===== config.mk =====
export PLATFORM = sky130hd
export DESIGN_NAME = fetch_ctrl
export DESIGN_NICKNAME = d
export VERILOG_FILES = /design/src/rtl/fetch_pkg.sv /design/src/rtl/fetch_queue.sv /design/src/rtl/fetch_ctrl.sv
export SDC_FILE = /design/constraint.sdc
export NUM_CORES = 1
export LEC_CHECK = 0
export CAP_MARGIN = 5
export CELL_PAD_IN_SITES_DETAIL_PLACEMENT = 0
export CELL_PAD_IN_SITES_GLOBAL_PLACEMENT = 1
export CORE_MARGIN = 8
export CORE_UTILIZATION = 31
export DETAILED_ROUTE_END_ITERATION = 12
export PLACE_DENSITY_LB_ADDON = 0.1
export SLEW_MARGIN = 5
export SYNTH_ARGS = -nofsm -noshare
export SYNTH_HDL_FRONTEND = slang
export SYNTH_SLANG_ARGS = --single-unit

===== constraint.sdc =====
create_clock -name clk -period 6.4 [get_ports clk]
set_clock_uncertainty 0.15 [all_clocks]
set_input_delay 1.28 -clock clk [delete_from_list [all_inputs] [get_ports clk]]
set_output_delay 1.28 -clock clk [all_outputs]
set_load 0.05 [all_outputs]

===== src/rtl/fetch_pkg.sv =====
// fetch_pkg: shared definitions for the instruction fetch controller.
//   S_REQ/S_WAIT/S_KILL : fetch FSM state encoding (2 bits)
//   IM_AW               : instruction memory word-address width
//   QUEUE_DEPTH         : fetch-to-decode buffer depth
//   fetch_entry_t       : one buffered {pc, instruction} pair
//   word_align()        : clears the byte-offset bits of an address
package fetch_pkg;

    localparam logic [1:0] S_REQ  = 2'd0;
    localparam logic [1:0] S_WAIT = 2'd1;
    localparam logic [1:0] S_KILL = 2'd2;

    localparam int IM_AW       = 30;
    localparam int QUEUE_DEPTH = 2;
    localparam int QCNT_W      = $clog2(QUEUE_DEPTH + 1);

    typedef struct packed {
        logic [31:0] pc;
        logic [31:0] instr;
    } fetch_entry_t;

    function automatic logic [31:0] word_align(input logic [31:0] addr);
        return addr & 32'hFFFF_FFFC;
    endfunction

endpackage


===== src/rtl/fetch_queue.sv =====
// fetch_queue: 2-entry FIFO of 64-bit {pc, instruction} entries.
//   clk, rst     : clock, asynchronous active-high reset
//   push, push_data : write an entry at the tail
//   pop          : drop the head entry
//   flush        : empty the queue (wins over push/pop)
//   count, empty : occupancy
//   head_data    : head entry, reads 0 while empty
module fetch_queue
    import fetch_pkg::*;
(
    input  logic              clk,
    input  logic              rst,
    input  logic              push,
    input  logic [63:0]       push_data,
    input  logic              pop,
    input  logic              flush,
    output logic [QCNT_W-1:0] count,
    output logic              empty,
    output logic [63:0]       head_data
);

    logic [63:0]       entry0_q, entry0_d;
    logic [63:0]       entry1_q, entry1_d;
    logic [QCNT_W-1:0] count_q, count_d;

    // entry0 is always the head; a pop shifts entry1 forward.
    always_comb begin
        entry0_d = entry0_q;
        entry1_d = entry1_q;
        count_d  = count_q;
        if (flush) begin
            count_d = '0;
        end else begin
            if (pop) begin
                entry0_d = entry1_q;
                count_d  = count_q - 1'b1;
            end
            if (push) begin
                if (count_d == '0) begin
                    entry0_d = push_data;
                end else begin
                    entry1_d = push_data;
                end
                count_d = count_d + 1'b1;
            end
        end
    end

    always_ff @(posedge clk or posedge rst) begin
        if (rst) begin
            entry0_q <= '0;
            entry1_q <= '0;
            count_q  <= '0;
        end else begin
            entry0_q <= entry0_d;
            entry1_q <= entry1_d;
            count_q  <= count_d;
        end
    end

    assign count     = count_q;
    assign empty     = (count_q == '0);
    assign head_data = empty ? 64'd0 : entry0_q;

endmodule


===== src/rtl/fetch_ctrl.sv =====
// fetch_ctrl: instruction fetch sequencer. Owns the fetch PC, keeps at most
// one memory request in flight and buffers responses toward decode.
//   clk, rst                     : clock, asynchronous active-high reset
//   im_req/im_addr/im_ready      : request handshake (word address)
//   im_rvalid/im_rdata           : response
//   branch_d/branch_next_addr_d  : redirect from decode
//   pc_write_m/pc_next_addr_m    : redirect from memory stage (higher priority)
//   stall_d                      : decode not accepting
//   valid_f/instruction_f/pc_f   : head of the fetch queue toward decode
//   busy_f                       : request outstanding
//
// state  | meaning
// S_REQ  | no request in flight; issue one when a queue slot is free
// S_WAIT | request accepted, response will be pushed to the queue
// S_KILL | request accepted but redirected; response will be dropped
module fetch_ctrl
    import fetch_pkg::*;
#(
    parameter logic [31:0] BOOT_ADDRESS = 32'h0000_0000
) (
    input  logic             clk,
    input  logic             rst,
    output logic             im_req,
    output logic [IM_AW-1:0] im_addr,
    input  logic             im_ready,
    input  logic             im_rvalid,
    input  logic [31:0]      im_rdata,
    input  logic             branch_d,
    input  logic [31:0]      branch_next_addr_d,
    input  logic             pc_write_m,
    input  logic [31:0]      pc_next_addr_m,
    input  logic             stall_d,
    output logic             valid_f,
    output logic [31:0]      instruction_f,
    output logic [31:0]      pc_f,
    output logic             busy_f
);

    logic [1:0]        state_q, state_d;
    logic [31:0]       pc_q, pc_d;
    logic [31:0]       req_pc_q, req_pc_d;

    logic              redirect;
    logic [31:0]       redirect_target;
    logic              outstanding;
    logic              space;
    logic              accept;
    logic              push;
    logic              pop;
    logic              q_empty;
    logic [QCNT_W-1:0] q_count;
    logic [63:0]       q_head;
    fetch_entry_t      push_entry;
    fetch_entry_t      head_entry;

    assign redirect        = pc_write_m | branch_d;
    assign redirect_target = word_align(pc_write_m ? pc_next_addr_m : branch_next_addr_d);

    // An in-flight request reserves a queue slot so its response can
    // never find the queue full.
    assign outstanding = (state_q != S_REQ);
    assign space       = (int'(q_count) + int'(outstanding)) < QUEUE_DEPTH;

    assign im_req  = !rst && (state_q == S_REQ) && space && !redirect;
    assign accept  = im_req && im_ready;
    assign im_addr = pc_q[31:2];
    assign busy_f  = outstanding;

    assign push    = (state_q == S_WAIT) && im_rvalid && !redirect;
    assign valid_f = !q_empty && !redirect;
    assign pop     = valid_f && !stall_d;

    always_comb begin
        state_d = state_q;
        case (state_q)
            S_REQ: begin
                if (accept) state_d = S_WAIT;
            end
            S_WAIT: begin
                if (im_rvalid)     state_d = S_REQ;
                else if (redirect) state_d = S_KILL;
            end
            S_KILL: begin
                if (im_rvalid) state_d = S_REQ;
            end
            default: state_d = S_REQ;
        endcase
    end

    always_comb begin
        pc_d     = pc_q;
        req_pc_d = req_pc_q;
        if (redirect) begin
            pc_d = redirect_target;
        end else if (accept) begin
            req_pc_d = pc_q;
            pc_d     = pc_q + 32'd4;
        end
    end

    always_ff @(posedge clk or posedge rst) begin
        if (rst) begin
            state_q  <= S_REQ;
            pc_q     <= BOOT_ADDRESS;
            req_pc_q <= '0;
        end else begin
            state_q  <= state_d;
            pc_q     <= pc_d;
            req_pc_q <= req_pc_d;
        end
    end

    assign push_entry.pc    = req_pc_q;
    assign push_entry.instr = im_rdata;

    fetch_queue u_queue (
        .clk       (clk),
        .rst       (rst),
        .push      (push),
        .push_data (push_entry),
        .pop       (pop),
        .flush     (redirect),
        .count     (q_count),
        .empty     (q_empty),
        .head_data (q_head)
    );

    assign head_entry    = q_head;
    assign pc_f          = head_entry.pc;
    assign instruction_f = head_entry.instr;

endmodule


==> key figures, run 1 <==
Timing
  • Final Hold Vio Count: 0
  • Fin crit share: 0.753
  • Highest Clock Rate: 208 MHz
  • Setup Viol. Count Final: 0
  • RSZ-0062 raised after global routing: no
  • Final Max Tran Viols: 0
  • Post-layout minimum cycle time: 4.82 ns
  • Pin slew with the least headroom to its limit: 1.09 ns
  • Max_slew headroom: 0.275
  • Setup TNS: 0 ns

Detailed routing
  • Post-DR wirelength/cell: 18.3 um
  • Drt total wl: 26.7 mm
  • Iter 0 DRT Violations: 425
  • Drt first pass iters: 5
  • Vias per cell: 4.89
  • DRC: 0
  • Via count: 7119
  • Routed Antenna Nets: 0

Logic synthesis
  • Synth async-reset ratio: 1.00
  • Seq/Total Area, Yosys: 0.527
  • EDFF count, synth: 0
  • Most instantiated cells after synthesis: dfrtp_1, nand2_1, mux2_2
  • Top cell type by total area after synthesis: dfrtp_1
  • Gate Count Post-Synth: 897
  • Seq cells post-synth: 190
  • Predominant post-synthesis flop cell: dfrtp_1
  • Yosys top cell area share: 0.527
  • Cell with the most instances after synthesis: dfrtp_1
  • YS warnings: 0
  • Largest cells by area after synthesis: dfrtp_1, mux2_2, nand2_1
  • Synth Net Count: 1003
  • Syn_area_per_cell: 10.1 um2
  • Mapped Area: 9020 um2
  • Distinct cells, synth: 51

Clock network
  • Root buffer cell: clkbuf_16
  • CTS Buffer Depth: 2
  • Post-CTS Hold Buffers: 0
  • Worst-path clk slew: 0.07 ns
  • Setup repair bufs after CTS: 0
  • Post-CTS sizing: 0
  • Clk sink count: 190
  • CTS tree: done
  • Worst skew pair latency: 0.43 ns
  • Num CTS Buffers: 17
  • H-Tree Depth: 4

Critical path
  • Worst r2r dst: u_queue.entry1_q[11]$_DFFE_PP0P_
  • CP max FO: 6
  • Crit start category: primary input
  • Data arrival, critical path: 3.39 ns
  • Reg-to-Reg Start: u_queue.count[1]$_DFF_PP0_
  • Slowest CP cell: clkdlybuf4s50_1
  • Most used cell, CP: clkdlybuf4s50_1
  • CP endpoint kind: output pin
  • CP Class: in -> out
  • CP Cell Sequence: clkdlybuf4s50_1, nor4_2, and2_1, clkdlybuf4s50_1
  • Required time of the critical path: 4.97 ns
  • Worst path max stage delay: 0.86 ns
  • R2R Setup Slk: 3.18 ns
  • Worst reg2reg path depth: 9

Place
  • I/O Buffers: 195
  • DPL Wire Length: 17.6 mm
  • Final RePlAce weighted congestion: 0.767

Die
  • Initial Util: 0.314
  • Chip Width: 187 um
  • Die area: 34800 um2
  • Rows: 62
  • Chip Height: 187 um
  • Core box area: 28700 um2
  • I/O Pins: 200

Power
  • Total power per unit cell area: 263 nW/um2
  • Leak Pwr: 4.99 nW
  • Worst vdd ir: 0.158 mV
  • PnR Total Power: 3.14 mW

Hold path
  • Hold path depth: 1
  • Startpoint of the worst hold path: u_queue.entry0_q[32]$_DFFE_PP0P_
  • HP Class: reg -> reg
  • WHS Endpoint: u_queue.entry0_q[32]$_DFFE_PP0P_

Job
  • Max cap viols: 0

Global routing
  • GRT Resource Usage Total: 0.154
  • Largest net degree at the start of global routing: 127
  • Vias in the first global route: 7199
  • Global-route wire length before repair: 43.1 mm
  • Initial antenna violation count: 1
  • Gr ovfl total: 0

Finish
  • Syn-to-layout area delta: 32.6%
  • Proportion of layout cells with a drive suffix above 1: 0.136
  • NumNets Final: 1168
  • Number of fill cells in the layout: 2877
  • Ant diodes: 0

Run status
  • Outcome: completed
==> per-layer routing <==
layer	vias up	routed length, um	global-route usage	part of all wire
met2	186	11700	0.233	0.44
met3	17	1690	0.0474	0.063
met5	-	13	0	0.00049
met1	3463	13000	0.214	0.49
met4	2	250	0.0318	0.0094
li1	3451	-	-	-
==> state kept, by name, indices dropped and copies added, names as in the netlist <==
signal / count
u_queue.entry0_q: 64
pc_q: 30
u_queue.entry1_q: 62
req_pc_q: 30
u_queue.count: 2
state_q: 2
==> how the worst max path moves through the flow <==
stage | slack [ns] | cells after the start | startpoint | endpoint
2_1_floorplan | 2.41 | 4 | branch_d | valid_f
3_3_place_gp | 1.57 | 5 | branch_d | valid_f
3_5_place_dp | 1.57 | 5 | branch_d | valid_f
4_1_cts | 1.57 | 5 | branch_d | valid_f
5_1_grt | 1.48 | 4 | rst | im_req
6_report | 1.58 | 4 | rst | im_req
==> placed cells by master (no fill, tap or decap), types with 17 or more instances in the layout <==
| master | n |
|---|---|
| dfrtp_1 | 190 |
| a31oi_1 | 65 |
| o21ai_0 | 23 |
| nor2b_1 | 69 |
| nand2_1 | 151 |
| clkdlybuf4s50_1 | 195 |
| mux2_2 | 91 |
| a21oi_1 | 21 |
| clkbuf_16 | 17 |
| nor2_1 | 81 |
==> power by group <==
part	switching, mW	total [mW]	internal (mW)
Clock	0.479	1.13	0.654
Sequential	0.133	1.50	1.37
Combinational	0.261	0.511	0.251
Total	0.873	3.14	2.27
==> per-stage QoR <==
step                instance area, um2  instances  hold WS [ns]  setup slack [ns]  utilization
floorplan                         9030        897         0.317              2.41            -
global placement                 11400       1427         0.335              1.57        0.396
detailed placement               11400       1427         0.336              1.57        0.396
CTS                              12000       1456         0.358              1.57        0.417
global route                     12000       1456         0.369              1.48        0.417
finish                           12000       1456         0.356              1.58        0.417
==> area by class of cell <==
class / count / area (um2) / share of cell area
Multi-Input combinational cell: 637 / 4010 / 0.335
Timing Repair Buffer: 207 / 2070 / 0.173
Inverter: 9 / 37.5 / 0.00314
Clock inverter: 12 / 186 / 0.0156
Tap cell: 384 / 480 / 0.0402
Clock buffer: 17 / 425 / 0.0356
Sequential cell: 190 / 4750 / 0.397
==> critical path, delay by kind of cell <==
kind          cells  cell delay [ns]
simple gates      2             0.71
buf+inv           2             1.39
==> logic make-up after synthesis <==
| family | share of synthesized area |
|---|---|
| AO/OA/AOI/OAI | 0.107 |
| flip-flops | 0.527 |
| multiplexers | 0.118 |
| adder cells (fa/ha/maj) | 0.00416 |
| buffers and inverters | 0.0306 |
| XOR/XNOR | 0.0136 |
| AND/OR/NAND/NOR | 0.200 |
(Power assumes the default switching activity.)
==> run 2: changes to the inputs <==
==> constraint.sdc (replaced) <==
create_clock -name clk -period 4.1 [get_ports clk]
set_clock_uncertainty 0.15 [all_clocks]
set_input_delay 0.82 -clock clk [delete_from_list [all_inputs] [get_ports clk]]
set_output_delay 0.82 -clock clk [all_outputs]
set_load 0.05 [all_outputs]
==> run 2 against run 1 <==
Against the previous run:
- global-route usage down 0.093 points
- die area unchanged
- sequential share of layout area down 0.57 points
- setup slack worse by 0.95 ns
- total power up 52%
- critical endpoint is now pc_f[24]
- cell count up 1.2%
- via count about the same
==> key figures, run 2 (synthesis results as in run 1) <==
Run status
  • Outcome: completed

Power
  • Total power per unit cell area: 392 nW/um2 (+49%)
  • Worst vdd ir: 0.271 mV (+72%)
  • Leak Pwr: 5.09 nW (+2.0%)

Clock network
  • Clk sink count: 190 (unchanged)
  • Root buffer cell: clkbuf_16
  • Setup repair bufs after CTS: 0 (unchanged)
  • Post-CTS sizing: 0 (unchanged)
  • Worst-path clk slew: 0.07 ns (about the same)
  • Worst skew pair latency: 0.43 ns (about the same)
  • H-Tree Depth: 4 (unchanged)
  • Post-CTS Hold Buffers: 0 (unchanged)
  • CTS tree: done
  • Num CTS Buffers: 17 (unchanged)
  • CTS Buffer Depth: 2 (unchanged)

Detailed routing
  • Routed Antenna Nets: 0 (unchanged)
  • Via count: 7125 (+0.084%)
  • Drt first pass iters: 4 (-1)
  • Iter 0 DRT Violations: 453 (+6.6%)
  • Drt total wl: 26.4 mm (-1.3%)
  • Post-DR wirelength/cell: 17.9 um (-2.4%)
  • DRC: 0 (unchanged)
  • Vias per cell: 4.84 (-1.1%)

Global routing
  • Gr ovfl total: 0 (unchanged)
  • Largest net degree at the start of global routing: 87 (-31%)
  • Initial antenna violation count: 0 (-1)
  • Global-route wire length before repair: 43.2 mm (+0.27%)
  • GRT Resource Usage Total: 0.153 (-0.000931)
  • Vias in the first global route: 7468 (+3.7%)

Finish
  • Ant diodes: 0 (unchanged)
  • Proportion of layout cells with a drive suffix above 1: 0.151 (+0.0144)
  • Number of fill cells in the layout: 2861 (-0.56%)
  • Max reg flops: 64 (unchanged)
  • Top reg by flops: u_queue.entry0_q
  • Commonest non-fill, non-tap cell in the layout: clkdlybuf4s50_1
  • Most frequent cells in the layout: clkdlybuf4s50_1, dfrtp_1, nand2_1
  • NumNets Final: 1182 (+1.2%)
  • Biggest regs: u_queue.entry0_q (64), u_queue.entry1_q (62)
  • Syn-to-layout area delta: 34.5%

Timing
  • RSZ-0062 raised after global routing: no
  • Highest Clock Rate: 289 MHz
  • Hold_ws: 0.353 ns (-0.00279 ns)
  • Setup Viol. Count Final: 0 (unchanged)
  • Final Max Tran Viols: 0 (unchanged)
  • Max_slew headroom: 0.481 (+0.206)
  • Pin slew with the least headroom to its limit: 0.778 ns (-0.308 ns)
  • Fin crit share: 0.845
  • Final Hold Vio Count: 0 (unchanged)
  • Setup TNS: 0 ns (unchanged)
  • Post-layout minimum cycle time: 3.46 ns

Critical path
  • CP max FO: 47 (+41)
  • Required time of the critical path: 3.13 ns (-1.84 ns)
  • CP Class: reg -> out
  • Crit start category: flip-flop
  • Data arrival, critical path: 2.49 ns (-0.90 ns)
  • CP endpoint kind: output pin

Die
  • Chip Height: 187 um (unchanged)
  • I/O Pins: 200 (unchanged)
  • Core box area: 28700 um2 (unchanged)
  • Chip Width: 187 um (unchanged)
  • Initial Util: 0.314 (unchanged)
  • Die area: 34800 um2 (unchanged)
  • Rows: 62 (unchanged)

Hold path
  • HP Class: reg -> reg

Place
  • DPL Wire Length: 18.3 mm (+4.3%)
  • Final RePlAce weighted congestion: 0.766 (about the same)
  • I/O Buffers: 195 (unchanged)

Job
  • Max cap viols: 0 (unchanged)
[run 2: cell count changes in the layout (fill, tap and decap cells not counted), sizes merged]
cell,previous run,this run
bufinv,4,0
clkinv,2,3
buf,12,28
clkbuf,17,19
clkdlybuf4s50,195,193
clkinvlp,4,2
inv,11,17
[run 2: where the power goes]
| group | leakage, nW | total [mW] | internal [mW] | switching, mW |
|---|---|---|---|---|
| Clock | 0.277 | 1.62 | 0.822 | 0.793 |
| Combinational | 2.36 | 0.809 | 0.401 | 0.407 |
| Sequential | 2.45 | 2.34 | 2.13 | 0.208 |
[run 2: per-stage QoR]
| stage | utilization | power (mW) | cell area, um2 | setup slack (ns) | std cells |
|---|---|---|---|---|---|
| 2_1_floorplan | - | 2.84 | 9030 | 0.682 | 897 |
| 3_3_place_gp | 0.403 | 3.19 | 11600 | 0.259 | 1441 |
| 3_5_place_dp | 0.403 | 3.20 | 11600 | 0.247 | 1441 |
| 4_1_cts | 0.423 | 4.84 | 12100 | 0.556 | 1473 |
| 5_1_grt | 0.423 | 5.03 | 12100 | 0.474 | 1473 |
| 6_report | 0.423 | 4.76 | 12100 | 0.637 | 1473 |
[run 2: per-layer routing]
layer  vias up  global-route usage  part of all wire
met5         -                   0                 0
met4         0              0.0385             0.011
met3        12              0.0481             0.064
met2       192               0.234              0.44
met1      3448               0.207              0.49
li1       3473                   -                 -
[run 2: area by class of cell]
type	count	area [um2]	share of cell area
multi-input cells	637	4010	0.331
clock buffers	19	443	0.0365
repair buffers	221	2290	0.189
inverters	9	37.5	0.00309
well taps	384	480	0.0396
flip-flops and latches	190	4750	0.392
clock inverters	13	119	0.00979
[run 2: critical path, stage by stage, from the launching register on]
cell and delay [ns]:
dfrtp_1 0.40, inv_1 0.07, ha_2 0.21, buf_4 0.49, nor2b_1 0.15, clkdlybuf4s50_1 0.73
[run 2: path summary, 6_finish.rpt]
kind                                                       start                               end  cells past startpoint  slack, ns
worst max-delay path                  u_queue.count[1]$_DFF_PP0_                          pc_f[24]                      5       0.64
worst min-delay path            u_queue.entry0_q[33]$_DFFE_PP0P_  u_queue.entry0_q[33]$_DFFE_PP0P_                      1       0.35
worst max register to register        u_queue.count[1]$_DFF_PP0_  u_queue.entry0_q[11]$_DFFE_PP0P_                     10       1.07
worst min register to register  u_queue.entry0_q[33]$_DFFE_PP0P_  u_queue.entry0_q[33]$_DFFE_PP0P_                      1       0.35
max in group asynchronous                                    rst  u_queue.entry1_q[16]$_DFFE_PP0P_                      4       2.29
min in group asynchronous                                    rst              pc_q[20]$_DFFE_PP0P_                      2       0.67
==> run 3: changes to the inputs <==
==> constraint.sdc (replaced) <==
create_clock -name clk -period 2.9 [get_ports clk]
set_clock_uncertainty 0.15 [all_clocks]
set_input_delay 0.58 -clock clk [delete_from_list [all_inputs] [get_ports clk]]
set_output_delay 0.58 -clock clk [all_outputs]
set_load 0.05 [all_outputs]
==> run 3 against run 2 <==
Against the previous run:
- register-to-register slack worse by 0.75 ns
- via count is 1.4% higher
- sequential power increased by 41%
- critical endpoint is now u_queue.entry1_q[38]$_DFFE_PP0P_
- count of clock-buffer cells in the layout did not move
- core utilization up 0.37 points
- total power is 42% higher
- sequential share of layout area decreased by 0.34 points
- combinational power grew 46%
- first-iteration DRC count down 14%
- routed wire length is 2.8% higher
- non-clock buffer count is 25 higher
- largest cell class unchanged
- setup slack got worse by 0.49 ns
==> key figures, run 3 (synthesis results as in run 1) <==
Clock network
  • Worst-path clk slew: 0.07 ns (about the same)
  • H-Tree Depth: 4 (unchanged)
  • CTS tree: done
  • Worst skew pair latency: 0.43 ns (about the same)
  • CTS Buffer Depth: 2 (unchanged)
  • Root buffer cell: clkbuf_16
  • Clk sink count: 190 (unchanged)
  • Num CTS Buffers: 17 (unchanged)

Timing
  • Final Hold Vio Count: 0 (unchanged)
  • Setup Viol. Count Final: 0 (unchanged)
  • RSZ-0062 raised after global routing: no
  • Fin crit share: 0.948
  • Max_slew headroom: 0.474 (-0.00730)
  • Post-layout minimum cycle time: 2.75 ns
  • Highest Clock Rate: 364 MHz
  • Setup TNS: 0 ns (unchanged)
  • Pin slew with the least headroom to its limit: 0.789 ns (+0.0110 ns)
  • Final worst setup slack: 0.150 ns (-0.487 ns)
  • Final Max Tran Viols: 0 (unchanged)
  • Hold_ws: 0.352 ns (-0.00101 ns)

Power
  • PnR Total Power: 6.76 mW (+42%)
  • Leak Pwr: 5.38 nW (+5.9%)
  • Worst vdd ir: 0.373 mV (+38%)
  • Total power per unit cell area: 552 nW/um2 (+41%)

Critical path
  • Data arrival, critical path: 2.91 ns (+0.42 ns)
  • CP endpoint kind: flip-flop
  • Required time of the critical path: 3.05 ns (-0.08 ns)
  • CP Class: in -> reg
  • Slowest CP cell: clkdlybuf4s50_1
  • CP max FO: 8 (-83%)
  • CP Cell Sequence: clkdlybuf4s50_1, or2_4, or3_4, nor2_2, a21oi_1, ha_2, nor3_4, buf_12, clkbuf_16, mux2_2
  • Crit start category: primary input
  • Worst path max stage delay: 0.42 ns (-0.31 ns)

Finish
  • Commonest non-fill, non-tap cell in the layout: dfrtp_1
  • NumNets Final: 1207 (+2.1%)
  • Syn-to-layout area delta: 35.7%
  • Biggest regs: u_queue.entry0_q (64), u_queue.entry1_q (62)
  • Most frequent cells in the layout: dfrtp_1, nand2_1, clkdlybuf4s50_1
  • Top reg by flops: u_queue.entry0_q
  • Final Non-Filler Cells: 1498 (+1.7%)
  • Max reg flops: 64 (unchanged)
  • Final Cell Area: 12200 um2 (+0.89%)
  • Layout Utilization: 0.427 (+0.00375)
  • Proportion of layout cells with a drive suffix above 1: 0.223 (+0.0720)
  • Ant diodes: 0 (unchanged)

Job
  • Max cap viols: 0 (unchanged)

Global routing
  • Initial antenna violation count: 1 (+1)
  • Gr ovfl total: 0 (unchanged)
  • Global-route wire length before repair: 43.0 mm (-0.41%)
  • Largest net degree at the start of global routing: 91 (+4.6%)
  • Vias in the first global route: 7396 (-0.96%)
  • GRT Resource Usage Total: 0.154 (+0.000656)

Detailed routing
  • Drt first pass iters: 4 (unchanged)
  • Drt total wl: 27.1 mm (+2.8%)
  • Iter 0 DRT Violations: 390 (-14%)
  • Vias per cell: 4.82 (-0.33%)
  • Post-DR wirelength/cell: 18.1 um (+1.1%)
  • Routed Antenna Nets: 0 (unchanged)
  • DRC: 0 (unchanged)
  • Via count: 7222 (+1.4%)

Die
  • Core box area: 28700 um2 (unchanged)
  • Chip Width: 187 um (unchanged)
  • Chip Height: 187 um (unchanged)
  • Die area: 34800 um2 (unchanged)
  • Initial Util: 0.314 (unchanged)
  • I/O Pins: 200 (unchanged)
  • Rows: 62 (unchanged)

Place
  • DPL Wire Length: 18.7 mm (+1.8%)
  • Area post-placement: 11600 um2 (+0.17%)
  • Placed Cells: 1462 (+1.5%)
  • I/O Buffers: 195 (unchanged)
  • Final RePlAce weighted congestion: 0.785 (+2.4%)
  • Dpl ws: -0.422 ns (-0.669 ns)

Hold path
  • HP Class: reg -> reg

Run status
  • Outcome: completed
[run 3: changes by cell type in the layout (fill, tap and decap cells not counted), moves of 3 or more]
cell / before / now
buf_4: 16 / 93
clkdlybuf4s50_1: 193 / 128
dlygate4sd2_1: 0 / 8
clkbuf_16: 17 / 20
[run 3: layout make-up]
class                      count  area (um2)
inverter                       9        37.5
sequential                   190        4750
clock inverter                13         119
fill                        2787       16500
clock buffer                  19         443
tap                          384         480
timing repair buffer         246        2390
multi-input combinational    637        4030
[run 3: repair_timing]
action	in CTS	in global routing
hold buffers	0	0
pin swaps	0	1
buffers inserted	0	1
setup endpoints to repair	8	44
gates cloned	0	3
resized for setup	8	5
[run 3: worst paths after layout]
| path | startpoint | end | slack, ns | cells after the start |
|---|---|---|---|---|
| min in group asynchronous | rst | u_queue.entry1_q[54]$_DFFE_PP0P_ | 0.60 | 3 |
| max in group asynchronous | rst | u_queue.entry1_q[40]$_DFFE_PP0P_ | 1.57 | 3 |
| min reg2reg | u_queue.entry0_q[33]$_DFFE_PP0P_ | u_queue.entry0_q[33]$_DFFE_PP0P_ | 0.35 | 1 |
| max | branch_d | u_queue.entry1_q[38]$_DFFE_PP0P_ | 0.15 | 10 |
| min | u_queue.entry0_q[33]$_DFFE_PP0P_ | u_queue.entry0_q[33]$_DFFE_PP0P_ | 0.35 | 1 |
| max reg2reg | u_queue.count[1]$_DFF_PP0_ | u_queue.entry1_q[38]$_DFFE_PP0P_ | 0.32 | 10 |
[run 3: metal layers]
layer | wire length, um | share of wire | GRT usage
met5 | 13 | 0.00048 | 0
met3 | 1890 | 0.070 | 0.0475
met2 | 11800 | 0.44 | 0.230
met4 | 416 | 0.015 | 0.0443
met1 | 13000 | 0.48 | 0.210
[run 3: power by group]
part | leakage (nW) | total (mW) | switching (mW) | internal (mW)
clock network | 0.277 | 2.28 | 1.11 | 1.16
logic | 2.65 | 1.18 | 0.601 | 0.582
registers | 2.45 | 3.30 | 0.284 | 3.02
total | 5.38 | 6.76 | 2.00 | 4.76
[run 3: critical path, delay by kind of cell]
kind	cells	cell delay [ns]
simple gates	4	0.93
buf+inv	3	0.79
mux	1	0.32
fa+ha+maj	1	0.20
compound gates	1	0.06
